[src/rtl/ram_stream_reader_if.sv]
// Bundles the readout control, RAM read port and output stream of ram_stream_reader.
// The master modport is the reader itself; the slave modport is its environment.
interface ram_stream_reader_if #(
    parameter int DATA_WIDTH = 8,
    parameter int ADDR_WIDTH = 4
);
    logic                  start;
    logic [ADDR_WIDTH-1:0] base_addr;
    logic [ADDR_WIDTH:0]   length;
    logic                  busy;
    logic                  done;
    logic                  ram_en;
    logic [ADDR_WIDTH-1:0] ram_r_addr;
    logic [DATA_WIDTH-1:0] ram_do;
    logic [DATA_WIDTH-1:0] m_data;
    logic                  m_valid;
    logic                  m_ready;

    modport master (
        input  start, base_addr, length, ram_do, m_ready,
        output busy, done, ram_en, ram_r_addr, m_data, m_valid
    );

    modport slave (
        output start, base_addr, length, ram_do, m_ready,
        input  busy, done, ram_en, ram_r_addr, m_data, m_valid
    );
endinterface

[src/rtl/ram_stream_reader.sv]
// Reads a wrapping window of the sample RAM and streams it out on valid/ready,
// hiding the RAM's one-cycle read latency behind a 2-entry output FIFO.
module ram_stream_reader #(
    parameter int DATA_WIDTH = 8,
    parameter int ADDR_WIDTH = 4
) (
    input  logic                 clk,
    input  logic                 rst,
    ram_stream_reader_if.master  bus
);
    typedef enum logic [1:0] {IDLE, READ, DRAIN, DONE} state_t;

    localparam logic [ADDR_WIDTH:0] CNT_ONE = {{ADDR_WIDTH{1'b0}}, 1'b1};

    state_t                state_q, state_d;
    logic [ADDR_WIDTH-1:0] rd_addr_q, rd_addr_d;
    logic [ADDR_WIDTH:0]   issue_cnt_q, issue_cnt_d;
    logic [ADDR_WIDTH:0]   out_cnt_q, out_cnt_d;
    logic                  busy_q, busy_d;
    logic                  done_q, done_d;
    logic                  inflight_q;
    logic [DATA_WIDTH-1:0] buf_q [2];
    logic                  wr_ptr_q, rd_ptr_q;
    logic [1:0]            count_q, count_d;

    logic                  pop, push, issue;
    logic [1:0]            credit_used;

    assign pop  = (count_q != 2'd0) && bus.m_ready;
    assign push = inflight_q;

    // A word leaving the FIFO this cycle already frees its slot, so the
    // stream sustains one word per cycle without ever exceeding two entries.
    assign credit_used = count_q - {1'b0, pop} + {1'b0, inflight_q};
    assign issue       = (state_q == READ) && (issue_cnt_q != '0) && (credit_used < 2'd2);
    assign count_d     = count_q + {1'b0, push} - {1'b0, pop};

    always_comb begin
        state_d     = state_q;
        rd_addr_d   = rd_addr_q;
        issue_cnt_d = issue_cnt_q;
        out_cnt_d   = out_cnt_q;
        busy_d      = busy_q;
        done_d      = 1'b0;

        if (pop) begin
            out_cnt_d = out_cnt_q - CNT_ONE;
        end

        case (state_q)
            IDLE: begin
                if (bus.start) begin
                    rd_addr_d   = bus.base_addr;
                    issue_cnt_d = bus.length;
                    out_cnt_d   = bus.length;
                    if (bus.length == '0) begin
                        state_d = DONE;
                        done_d  = 1'b1;
                        busy_d  = 1'b0;
                    end else begin
                        state_d = READ;
                        busy_d  = 1'b1;
                    end
                end
            end
            READ: begin
                if (issue) begin
                    rd_addr_d   = rd_addr_q + ADDR_WIDTH'(1);
                    issue_cnt_d = issue_cnt_q - CNT_ONE;
                    if (issue_cnt_q == CNT_ONE) begin
                        state_d = DRAIN;
                    end
                end
            end
            DRAIN: begin
                // Leave on the edge of the final transfer so done follows it directly.
                if (out_cnt_d == '0) begin
                    state_d = DONE;
                    done_d  = 1'b1;
                    busy_d  = 1'b0;
                end
            end
            default: begin
                state_d = IDLE;
                busy_d  = 1'b0;
            end
        endcase
    end

    always_ff @(posedge clk) begin
        if (rst) begin
            state_q     <= IDLE;
            rd_addr_q   <= '0;
            issue_cnt_q <= '0;
            out_cnt_q   <= '0;
            busy_q      <= 1'b0;
            done_q      <= 1'b0;
            inflight_q  <= 1'b0;
            wr_ptr_q    <= 1'b0;
            rd_ptr_q    <= 1'b0;
            count_q     <= 2'd0;
        end else begin
            state_q     <= state_d;
            rd_addr_q   <= rd_addr_d;
            issue_cnt_q <= issue_cnt_d;
            out_cnt_q   <= out_cnt_d;
            busy_q      <= busy_d;
            done_q      <= done_d;
            inflight_q  <= issue;
            count_q     <= count_d;
            if (push) begin
                wr_ptr_q <= ~wr_ptr_q;
            end
            if (pop) begin
                rd_ptr_q <= ~rd_ptr_q;
            end
        end
    end

    // FIFO storage needs no reset: occupancy alone decides what is visible.
    always_ff @(posedge clk) begin
        if (push) begin
            buf_q[wr_ptr_q] <= bus.ram_do;
        end
    end

    assign bus.busy       = busy_q;
    assign bus.done       = done_q;
    assign bus.ram_en     = issue;
    assign bus.ram_r_addr = rd_addr_q;
    assign bus.m_valid    = (count_q != 2'd0);
    assign bus.m_data     = (count_q != 2'd0) ? buf_q[rd_ptr_q] : '0;
endmodule

[src/flat_wrapper.sv]
// flat-port wrapper written by rule: the top's interface ports become plain ports
module ram_stream_reader_flat 
#(
    parameter int DATA_WIDTH = 8,
    parameter int ADDR_WIDTH = 4
)
  (clk, rst, bus_start, bus_base_addr, bus_length, bus_ram_do, bus_m_ready, bus_busy, bus_done, bus_ram_en, bus_ram_r_addr, bus_m_data, bus_m_valid);
  ram_stream_reader_if #(.DATA_WIDTH(DATA_WIDTH), .ADDR_WIDTH(ADDR_WIDTH)) bus_i ();
  input  logic clk;
  input  logic rst;
  input wire logic [$bits(bus_i.start)-1:0] bus_start;
  input wire logic [$bits(bus_i.base_addr)-1:0] bus_base_addr;
  input wire logic [$bits(bus_i.length)-1:0] bus_length;
  input wire logic [$bits(bus_i.ram_do)-1:0] bus_ram_do;
  input wire logic [$bits(bus_i.m_ready)-1:0] bus_m_ready;
  output wire logic [$bits(bus_i.busy)-1:0] bus_busy;
  output wire logic [$bits(bus_i.done)-1:0] bus_done;
  output wire logic [$bits(bus_i.ram_en)-1:0] bus_ram_en;
  output wire logic [$bits(bus_i.ram_r_addr)-1:0] bus_ram_r_addr;
  output wire logic [$bits(bus_i.m_data)-1:0] bus_m_data;
  output wire logic [$bits(bus_i.m_valid)-1:0] bus_m_valid;
  assign bus_i.start = bus_start;
  assign bus_i.base_addr = bus_base_addr;
  assign bus_i.length = bus_length;
  assign bus_i.ram_do = bus_ram_do;
  assign bus_i.m_ready = bus_m_ready;
  assign bus_busy = bus_i.busy;
  assign bus_done = bus_i.done;
  assign bus_ram_en = bus_i.ram_en;
  assign bus_ram_r_addr = bus_i.ram_r_addr;
  assign bus_m_data = bus_i.m_data;
  assign bus_m_valid = bus_i.m_valid;
  ram_stream_reader #(.DATA_WIDTH(DATA_WIDTH), .ADDR_WIDTH(ADDR_WIDTH)) u_core (.clk(clk), .rst(rst), .bus(bus_i));
endmodule
[config.mk]
export PLATFORM = sky130hd
export DESIGN_NAME = ram_stream_reader_flat
export DESIGN_NICKNAME = d
export VERILOG_FILES = /design/src/rtl/ram_stream_reader_if.sv /design/src/rtl/ram_stream_reader.sv /design/src/flat_wrapper.sv
export SDC_FILE = /design/constraint.sdc
export NUM_CORES = 1
export LEC_CHECK = 0
export CELL_PAD_IN_SITES_DETAIL_PLACEMENT = 0
export CELL_PAD_IN_SITES_GLOBAL_PLACEMENT = 2
export CORE_MARGIN = 2
export CORE_UTILIZATION = 28
export DETAILED_ROUTE_END_ITERATION = 12
export MAX_ROUTING_LAYER = met4
export PLACE_DENSITY = 0.76
export SLEW_MARGIN = 20
export SYNTH_ARGS = -nofsm -noshare
export SYNTH_HDL_FRONTEND = slang
export SYNTH_SLANG_ARGS = --single-unit
[constraint.sdc]
create_clock -name clk -period 3 [get_ports clk]
set_input_delay 0.3 -clock clk [delete_from_list [all_inputs] [get_ports clk]]
set_output_delay 0.3 -clock clk [all_outputs]
set_load 0.02 [all_outputs]
Word-level counts from Yosys, hierarchy flattened. Memories as Yosys holds them, arrays and structs flattened. A register that Yosys moved wholly into a read port is not among the register bits. Cells that the tools add are included.

Register bits: 23. Memory bits (writable): 16. Output and inout bits: 16. Memories kept: 1.

Memory list: u_core.buf_q (words 2, bits a word 8, read ports 1, clocked after Yosys merged registers in 1, write ports 1, line ram_stream_reader.sv:22) `logic [DATA_WIDTH-1:0] buf_q [2];`.

Add/subtract/negate cells: 7. $lt $le $gt $ge: 1. Eq/ne operators: 7. Mux-type cells: 28. Bitwise operators: 3. Reductions and logical operators: 12.

Operators by type and width (number): $mux 5 (5); $logic_not 5->1 (2); $mux 1 (10); $mux 2 (5); $pmux 5 s2 (1); $sub 5x1->5 const B (2); $mux 4 (2); $mux 8 (1); $pmux 4 s2 (1); $ne 2x2->1 const B (3); $pmux 2 s3 (1); $reduce_and 3->1 (2); $eq 5x1->1 const B (1); $reduce_bool 5->1 (1); $add 2x1->2 (2); $add 4x1->4 const B (1); $reduce_and 4->1 (1); $reduce_bool 2->1 (2); $sub 2x1->2 (2); $logic_and 1x1->1 (3); $not 1->1 (3); $pmux 1 s3 (1); $eq 2x1->1 const B (1); $eq 2x2->1 const B (1); other kinds (4) (4).

Logic depth before layout (Yosys ltp). Gate-level depths: netlist (run 1).

Depth in word-level cells: 8. Mapped depth: 10.

Worst setup path after synthesis (run 1). Ideal clock, no wire load.

Path kind: register -> register. From: reg u_core.count_q[0]. To: reg u_core.rd_addr_q[0], in the netlist u_core.bus.ram_r_addr[0]. Data arrival time: 2295 ps. Setup slack: 634 ps. Stages on the path, launching flop included: 11. Buffers on the path: 0. Period minus slack after synthesis: 2366 ps. Path through: dfxtp_1 -> o21ai_2 -> inv_1 -> ha_1 -> inv_1 -> ha_1 -> xor3_1 -> a21o_1 -> a21o_1 -> or3_1 -> a21oi_1.

Word-level cells in the longest chain between the ends: 8.

RTL lines: from (decl) (line ram_stream_reader.sv:24) `logic [1:0] count_q, count_d;`; from (signal assigned) (line ram_stream_reader.sv:110) `count_q <= count_d;`; $reduce_bool 2->1 (line ram_stream_reader.sv:29) `assign pop = (count_q != 2'd0) && bus.m_ready;`; $logic_and 1x1->1 (line ram_stream_reader.sv:29); net u_core.pop (line ram_stream_reader.sv:26) `logic pop, push, issue;`; $sub 2x1->2 (line ram_stream_reader.sv:34) `assign credit_used = count_q - {1'b0, pop} + {1'b0, inflight_q};`; $add 2x1->2 (line ram_stream_reader.sv:34); $lt 2x2->1 (line ram_stream_reader.sv:35) `assign issue = (state_q == READ) && (issue_cnt_q != '0) && (credit_used < 2'd2);`; $logic_and 1x1->1 (line ram_stream_reader.sv:35); $ne 2x2->1 (no source line); $reduce_and 3->1 (no source line); to (signal assigned) (line ram_stream_reader.sv:104) `rd_addr_q <= rd_addr_d;`; to (decl) (line ram_stream_reader.sv:16) `logic [ADDR_WIDTH-1:0] rd_addr_q, rd_addr_d;`.

The timed path passes the listed nets, and every way through them passes these cells. A chain may end at the register's enable or synchronous reset.

Final worst setup path (run 1).
From: in bus_m_ready. To: reg u_core.state_q[0].

Word-level cells in the longest chain between the ends: 7. Elaborated cells on any way between the ends: 10.

RTL lines: from (decl) (line flat_wrapper.sv:15) `input wire logic [$bits(bus_i.m_ready)-1:0] bus_m_ready;`; $logic_and 1x1->1 (*) (line ram_stream_reader.sv:29); net u_core.pop (line ram_stream_reader.sv:26); $sub 2x1->2 (line ram_stream_reader.sv:34); $add 2x1->2 (line ram_stream_reader.sv:34); $lt 2x2->1 (line ram_stream_reader.sv:35); $logic_and 1x1->1 (line ram_stream_reader.sv:35); $ne 2x2->1 (no source line); $reduce_and 4->1 (no source line) (*); to (signal assigned) (line ram_stream_reader.sv:103) `state_q <= state_d;`; to (decl) (line ram_stream_reader.sv:15) `state_t state_q, state_d;`.

The timed path passes the listed nets; every way through them passes the cells marked *.

==> flow_summary.yaml, run 1 <==
setup_path:
  setup.worst_path.start: "bus_m_ready"
  reg2reg_depth: 11
  rrSetupSlack_ns: 0.52
  critical-path-slowest-cell: "or4_1"
  worst-endpoint-arrival_ns: 2.77
  critical_path.cell_chain: "clkdlybuf4s50_1 > o21ai_2 > inv_1 > ha_1 > inv_1 > ha_1 > xor3_1 > buf_4 > nor3b_2 > a21boi_1 > or4_1 > o21ai_1"
  worst_path_largest_cell_delay_ns: 0.51
  timing.critical_path.fanout_max: 5
  cp.required_ns: 3.23
  critical_path.reg2reg.endpoint: "u_core.state_q[0]"
  r2r-start: "u_core.count_q[0]"
  worst_setup_path_end_kind: "flop"
  crit_type: "input port to flop"
  cp-start-kind: "input port"
timing:
  tightestPinTransition_ns: 0.697
  timing_hold_violations_final: 0
  timing.final.ws_setup_ns: 0.459
  setup_viol_count_final: 0
  timing.final.max_slew_violations: 0
  max_slew_margin_vs_limit_pct: 53.3
  max_freq_ghz: 0.393
  final_min_period_ns: 2.54
  tns_ns: 0
  grt_setup_unrepaired: "false"
  fin_skew_ns: 0.00276
  fin_crit_sh_pct: 84.7
status:
  status: "finished clean"
yosys:
  postSynthNetCount: 236
  post_synth_num_cell_types: 43
  seq_area_frac_synth_pct: 47.1
  synth.avg_cell_area_sq_um: 10.0
  synth_enable_flop_cells: 16
  netlist_instances: 204
  synth_ff_type: "dfxtp_1"
  synth_area_sq_um: 2040
  yosysWarningCount: 0
  asyncSetResetFlopFracSynth_pct: 0
  synth-seq-cells: 40
die:
  fp.dieArea_sq_um: 7990
  initial_utilization_pct: 28.6
  num_io_pins: 37
  core_sq_um: 7140
  die_w_microns: 89.4
  die_y_microns: 89.4
  num_rows: 31
power:
  leakagePower_nw: 1.00
  power_report.internal_total_mw: 1.58
  combPwrFrac_pct: 50.4
  switchingPower_mw: 1.03
  share_clk_of_total_power_pct: 17.0
  power.share.switching_pct: 39.5
  vdd_ir_drop_max_mv: 0.438
  power.density_nw_per_um2: 982
  power.sequential.fraction_pct: 32.6
drt:
  met3RoutedLength_microns: 162
  drt_total_wl_microns: 4490
  final_antenna_net_count: 0
  first_pass_iters: 4
  post_drt_wl_per_cell_microns: 13.0
  routed_via_density: 4.56
  met2RoutedLength_microns: 2030
  top_layer: "met4"
  detailed_routing_wirelength_on_met1_microns: 2260
  vias: 1579
  violation_count_after_the_first_detailed_routing_iteration: 47
  drcViolationCount: 0
finish:
  flow.area_growth_from_synthesis_pct: 30.2
  finalCoreUtilization_pct: 37.2
  drive_above_1_share_pct: 7.69
  final_common_cell: "clkdlybuf4s50_1"
  most-common-layout-cells: "35 x clkdlybuf4s50_1, 26 x nor2_1, 24 x dfxtp_1"
  antenna_cells: 0
  final_net_count: 278
min_path:
  class_of_the_tightest_hold_or_removal_check: "flop to flop"
  min_delay_path_depth: 2
  min_from: "u_core.issue_cnt_q[4]"
  worst_hold_path.endpoint: "u_core.issue_cnt_q[4]"
clock_tree:
  post-cts-setup-buffer-count: 0
  clkSinkCount: 40
  number_of_buffers_created_by_cts: 5
  cts-root-to-sink-buffers: 2
  cts-hold-fix-buffers: 0
  htree_levels: 2
  clk-insertion-delay-late_ns: 0.29
  clock-root-buffer: "clkbuf_8"
  clock_tree_from_tritoncts: "built"
  clkTransAtPathRegs_ns: 0.08
grt:
  grt_overflow_total: 0
  grt_start_max_net_pins: 16
  grt_first_pass_wirelength_microns: 7310
  global_route.usage.total_pct: 12.5
  number_of_global_route_vias_before_repair: 1459
  antenna_violations_before_repair: 0
run:
  timing.max_cap.violations: 0
place:
  gp_congestion: 0.737
  place.port_buffers: 36
  dp.final_hpwl_microns: 3320
  dp_worst_setup_slack_ns: 0.0239
[cells by family (layout without fill, tap and decap cells)]
kind of cell	count (synthesis)	after routing	synth area share, %
xor+xnor	7	7	3.74
mux	14	14	6.99
flops	40	40	47.1
buf+inv	22	65	4.05
simple gates	64	64	15.9
compound gates	46	46	15.5
fa+ha+maj	11	11	6.74
[critical path: cells and delay by family]
family	cells	cell delay, ns
AO/OA/AOI/OAI	3	0.36
AND/OR/NAND/NOR	2	0.69
adder cells (fa/ha/maj)	2	0.43
XOR/XNOR	1	0.24
buffers and inverters	4	0.76
[stage by stage]
| step | cells | total power [mW] | instance area (sq um) | hold slack, ns |
|---|---|---|---|---|
| 3_3_place_gp | 338 | 2.20 | 2540 | 0.452 |
| 3_5_place_dp | 338 | 2.19 | 2540 | 0.461 |
| 6_report | 346 | 2.61 | 2660 | 0.486 |
| 2_1_floorplan | 204 | 1.74 | 2040 | 0.399 |
| 5_1_grt | 346 | 2.82 | 2660 | 0.515 |
| 4_1_cts | 346 | 2.65 | 2660 | 0.473 |
[flip-flops by register name (all words and copies together) (netlist names), 2 cells and up, named ones only]
signal                 cells
u_core.out_cnt_q           5
u_core.bus.ram_r_addr      4
u_core.buf_q              16
u_core.issue_cnt_q         5
u_core.count_q             2
u_core.state_q             2
[worst max-delay path by stage]
| stage | end | cells after the start |
|---|---|---|
| global route | bus_ram_en | 10 |
| CTS | bus_ram_en | 10 |
| finish | u_core.state_q[0] | 12 |
| floorplan | u_core.bus.ram_r_addr[0] | 10 |
| global placement | bus_ram_en | 10 |
| detailed placement | bus_ram_en | 10 |
[power groups by stage]
stage	logic, mW	registers (mW)	clock network [mW]
after global placement	1.34	0.866	0
after CTS	1.33	0.853	0.461
final	1.31	0.851	0.444
after detailed placement	1.33	0.863	0
after global routing	1.46	0.875	0.488
after floorplan	0.892	0.848	0
[layer usage]
metal	vias to the layer above	GRT usage [%]
li1	818	-
met2	32	18.8
met3	2	3.32
met4	0	3.80
met1	727	16.5
met5	-	-
[cell type report]
| cell class | count | area, sq um |
|---|---|---|
| Clock buffer | 5 | 68.8 |
| Clock inverter | 3 | 42.5 |
| Fill cell | 746 | 4480 |
| Inverter | 15 | 56.3 |
| Multi-Input combinational cell | 142 | 997 |
| Sequential cell | 40 | 961 |
| Tap cell | 99 | 124 |
| Timing Repair Buffer | 42 | 408 |
[repair_timing]
item                       4_1_cts  5_1_grt
setup endpoints to repair        0        1
hold endpoints to repair         0        0
resized for setup                0        1
[cells in the mapped netlist (4+ instances only)]
cell type  number  area (sq um)
nand2_1         9          33.8
o211ai_1        5          37.5
dfxtp_1        24           480
nor2b_1         7          43.8
a211oi_1        6          45.0
edfxtp_1       16           480
a21oi_1         9          45.0
ha_1           11           138
inv_1          15          56.3
and2_1          4          25.0
o21ai_1         6          30.0
or4_1           4          30.0
mux2i_1        12           120
clkbuf_1        7          26.3
nor2_1         26          97.6
Note: power is estimated with default switching activity, not from simulation.
==> inputs of run 2 (changes only) <==
==> constraint.sdc (replaced) <==
create_clock -name clk -period 2.5 [get_ports clk]
set_input_delay 0.25 -clock clk [delete_from_list [all_inputs] [get_ports clk]]
set_output_delay 0.25 -clock clk [all_outputs]
set_load 0.02 [all_outputs]
==> run 2 against run 1 <==
Compared with the run above:
- final cell count is 2.6% higher
- sequential share of layout area is 1.1 points lower
- first-iteration DRC count is 4.3% lower
- total power is 26% higher
- count of clock-buffer cells in the layout is 1 higher
- sequential cell count stayed put
- highest routed layer unchanged
==> flow_summary.yaml, run 2 (same netlist as run 1, synthesis figures left out) <==
finish:
  top_register: "u_core.buf_q"
  num-fill-cells: 736
  largest_register_ffs: 16
  finalCoreUtilization_pct: 38.4
  reg.largest.list: "u_core.buf_q (16), u_core.issue_cnt_q (5), u_core.out_cnt_q (5)"
  multi_input_area_sq_um: 1020
  drive_above_1_share_pct: 13.3
  final_net_count: 287
  antenna_cells: 0
  most-common-layout-cells: "34 x clkdlybuf4s50_1, 26 x nor2_1, 23 x dfxtp_1"
  final_common_cell: "clkdlybuf4s50_1"
  area.sequential_sq_um: 962
  flow.area_growth_from_synthesis_pct: 34.5
setup_path:
  timing.critical_path.fanout_max: 3
  worst-endpoint-arrival_ns: 2.66
  cpLargestDelayFamily: "simple AND/OR/NAND/NOR gates"
  critical-path-slowest-cell: "xor3_1"
  worst_path_largest_cell_delay_ns: 0.39
  r2r-start: "u_core.count_q[1]"
  crit_type: "flop to flop"
  worst_setup_path_end_kind: "flop"
  cp-start-kind: "flop"
  setup.worst_path.start: "u_core.count_q[1]"
  crit_top_cell: "inv_1"
  cp.required_ns: 2.73
  critical_path.cell_chain: "o21ai_2 > inv_1 > ha_1 > inv_1 > ha_2 > xor3_1 > buf_6 > nor3b_4 > a21boi_2 > or4_1 > o21ai_1"
  critPathBufInv: 3
clock_tree:
  cts-root-to-sink-buffers: 2
  clk-insertion-delay-late_ns: 0.29
  clock-root-buffer: "clkbuf_8"
  htree_levels: 2
  clkSinkCount: 40
  clkTransAtPathRegs_ns: 0.08
  number_of_buffers_created_by_cts: 5
  cts-hold-fix-buffers: 0
  clock_tree_from_tritoncts: "built"
power:
  vdd_ir_drop_max_mv: 0.470
  power.density_nw_per_um2: 1190
  leakagePower_nw: 1.04
timing:
  tightestPinTransition_ns: 0.702
  max_slew_margin_vs_limit_pct: 53.0
  timing_hold_violations_final: 0
  max_freq_ghz: 0.412
  fin_crit_sh_pct: 97.2
  setup_viol_count_final: 0
  tns_ns: 0
  final_min_period_ns: 2.43
  grt_setup_unrepaired: "true"
  timing.final.max_slew_violations: 0
  fin_skew_ns: 0.00782
  timing.final.ws_setup_ns: 0.0707
  holdWs_ns: 0.474
drt:
  met3RoutedLength_microns: 203
  met2RoutedLength_microns: 2080
  first_pass_iters: 4
  drt_total_wl_microns: 4610
  final_antenna_net_count: 0
  post_drt_wl_per_cell_microns: 13.0
  routed_via_density: 4.55
  drcViolationCount: 0
  violation_count_after_the_first_detailed_routing_iteration: 45
  top_layer: "met4"
  vias: 1616
  detailed_routing_wirelength_on_met1_microns: 2250
min_path:
  min_from: "u_core.issue_cnt_q[4]"
  class_of_the_tightest_hold_or_removal_check: "flop to flop"
die:
  initial_utilization_pct: 28.6
  num_rows: 31
  die_w_microns: 89.4
  fp.dieArea_sq_um: 7990
  core_sq_um: 7140
  num_io_pins: 37
  die_y_microns: 89.4
grt:
  antenna_violations_before_repair: 0
  grt_start_max_net_pins: 23
  number_of_global_route_vias_before_repair: 1547
  grt_first_pass_wirelength_microns: 7460
  global_route.usage.total_pct: 12.7
  grt_overflow_total: 0
place:
  place.port_buffers: 36
  gp_congestion: 0.767
  dp.final_hpwl_microns: 3440
  dp_worst_setup_slack_ns: -0.339
status:
  status: "finished clean"
run:
  timing.max_cap.violations: 0
## run 2: what timing repair did
action	4_1_cts	5_1_grt
resized for setup	4	10
endpoints found under the setup margin	2	2
pin swaps	0	10
buffers inserted	0	1
## run 2: worst paths after layout
kind	endpoint	slack, ns	cells after the start
setup / recovery	u_core.state_q[0]	0.07	11
hold reg to reg	u_core.issue_cnt_q[4]	0.47	2
hold / removal	u_core.issue_cnt_q[4]	0.47	2
setup reg to reg	u_core.state_q[0]	0.07	11
## run 2: through the flow
step                std cells  cell area, sq um  power [mW]
floorplan                 204              2040        2.09
global placement          346              2600        2.69
detailed placement        346              2600        2.70
CTS                       354              2710        3.23
global route              355              2740        3.55
finish                    355              2740        3.28
## run 2: area by class of cell
| cell class | instances | area share [%] |
|---|---|---|
| inverters | 15 | 2.05 |
| repair buffers | 51 | 17.2 |
| well taps | 99 | 4.51 |
| clock buffers | 6 | 2.64 |
| clock inverters | 2 | 1.28 |
| multi-input cells | 142 | 37.2 |
| flip-flops and latches | 40 | 35.1 |
## run 2: layer usage
layer  vias to the layer above  track usage, %
li1                        837               -
met1                       738            16.1
met2                        35            20.1
met3                         6            3.05
met4                         0            4.07
met5                         -               -
## run 2: power breakdown
part           internal (mW)  leakage, nW  total [mW]  switching [mW]
Clock                  0.296       0.0552       0.519           0.223
Combinational          0.838        0.639        1.75           0.907
Sequential             0.861        0.342        1.01           0.154
## run 2: worst min-delay path, delay by kind of cell, from the launching register on
kind / cells / cell delay [ns]
compound gates: 1 / 0.06
flops: 1 / 0.32
simple gates: 1 / 0.05
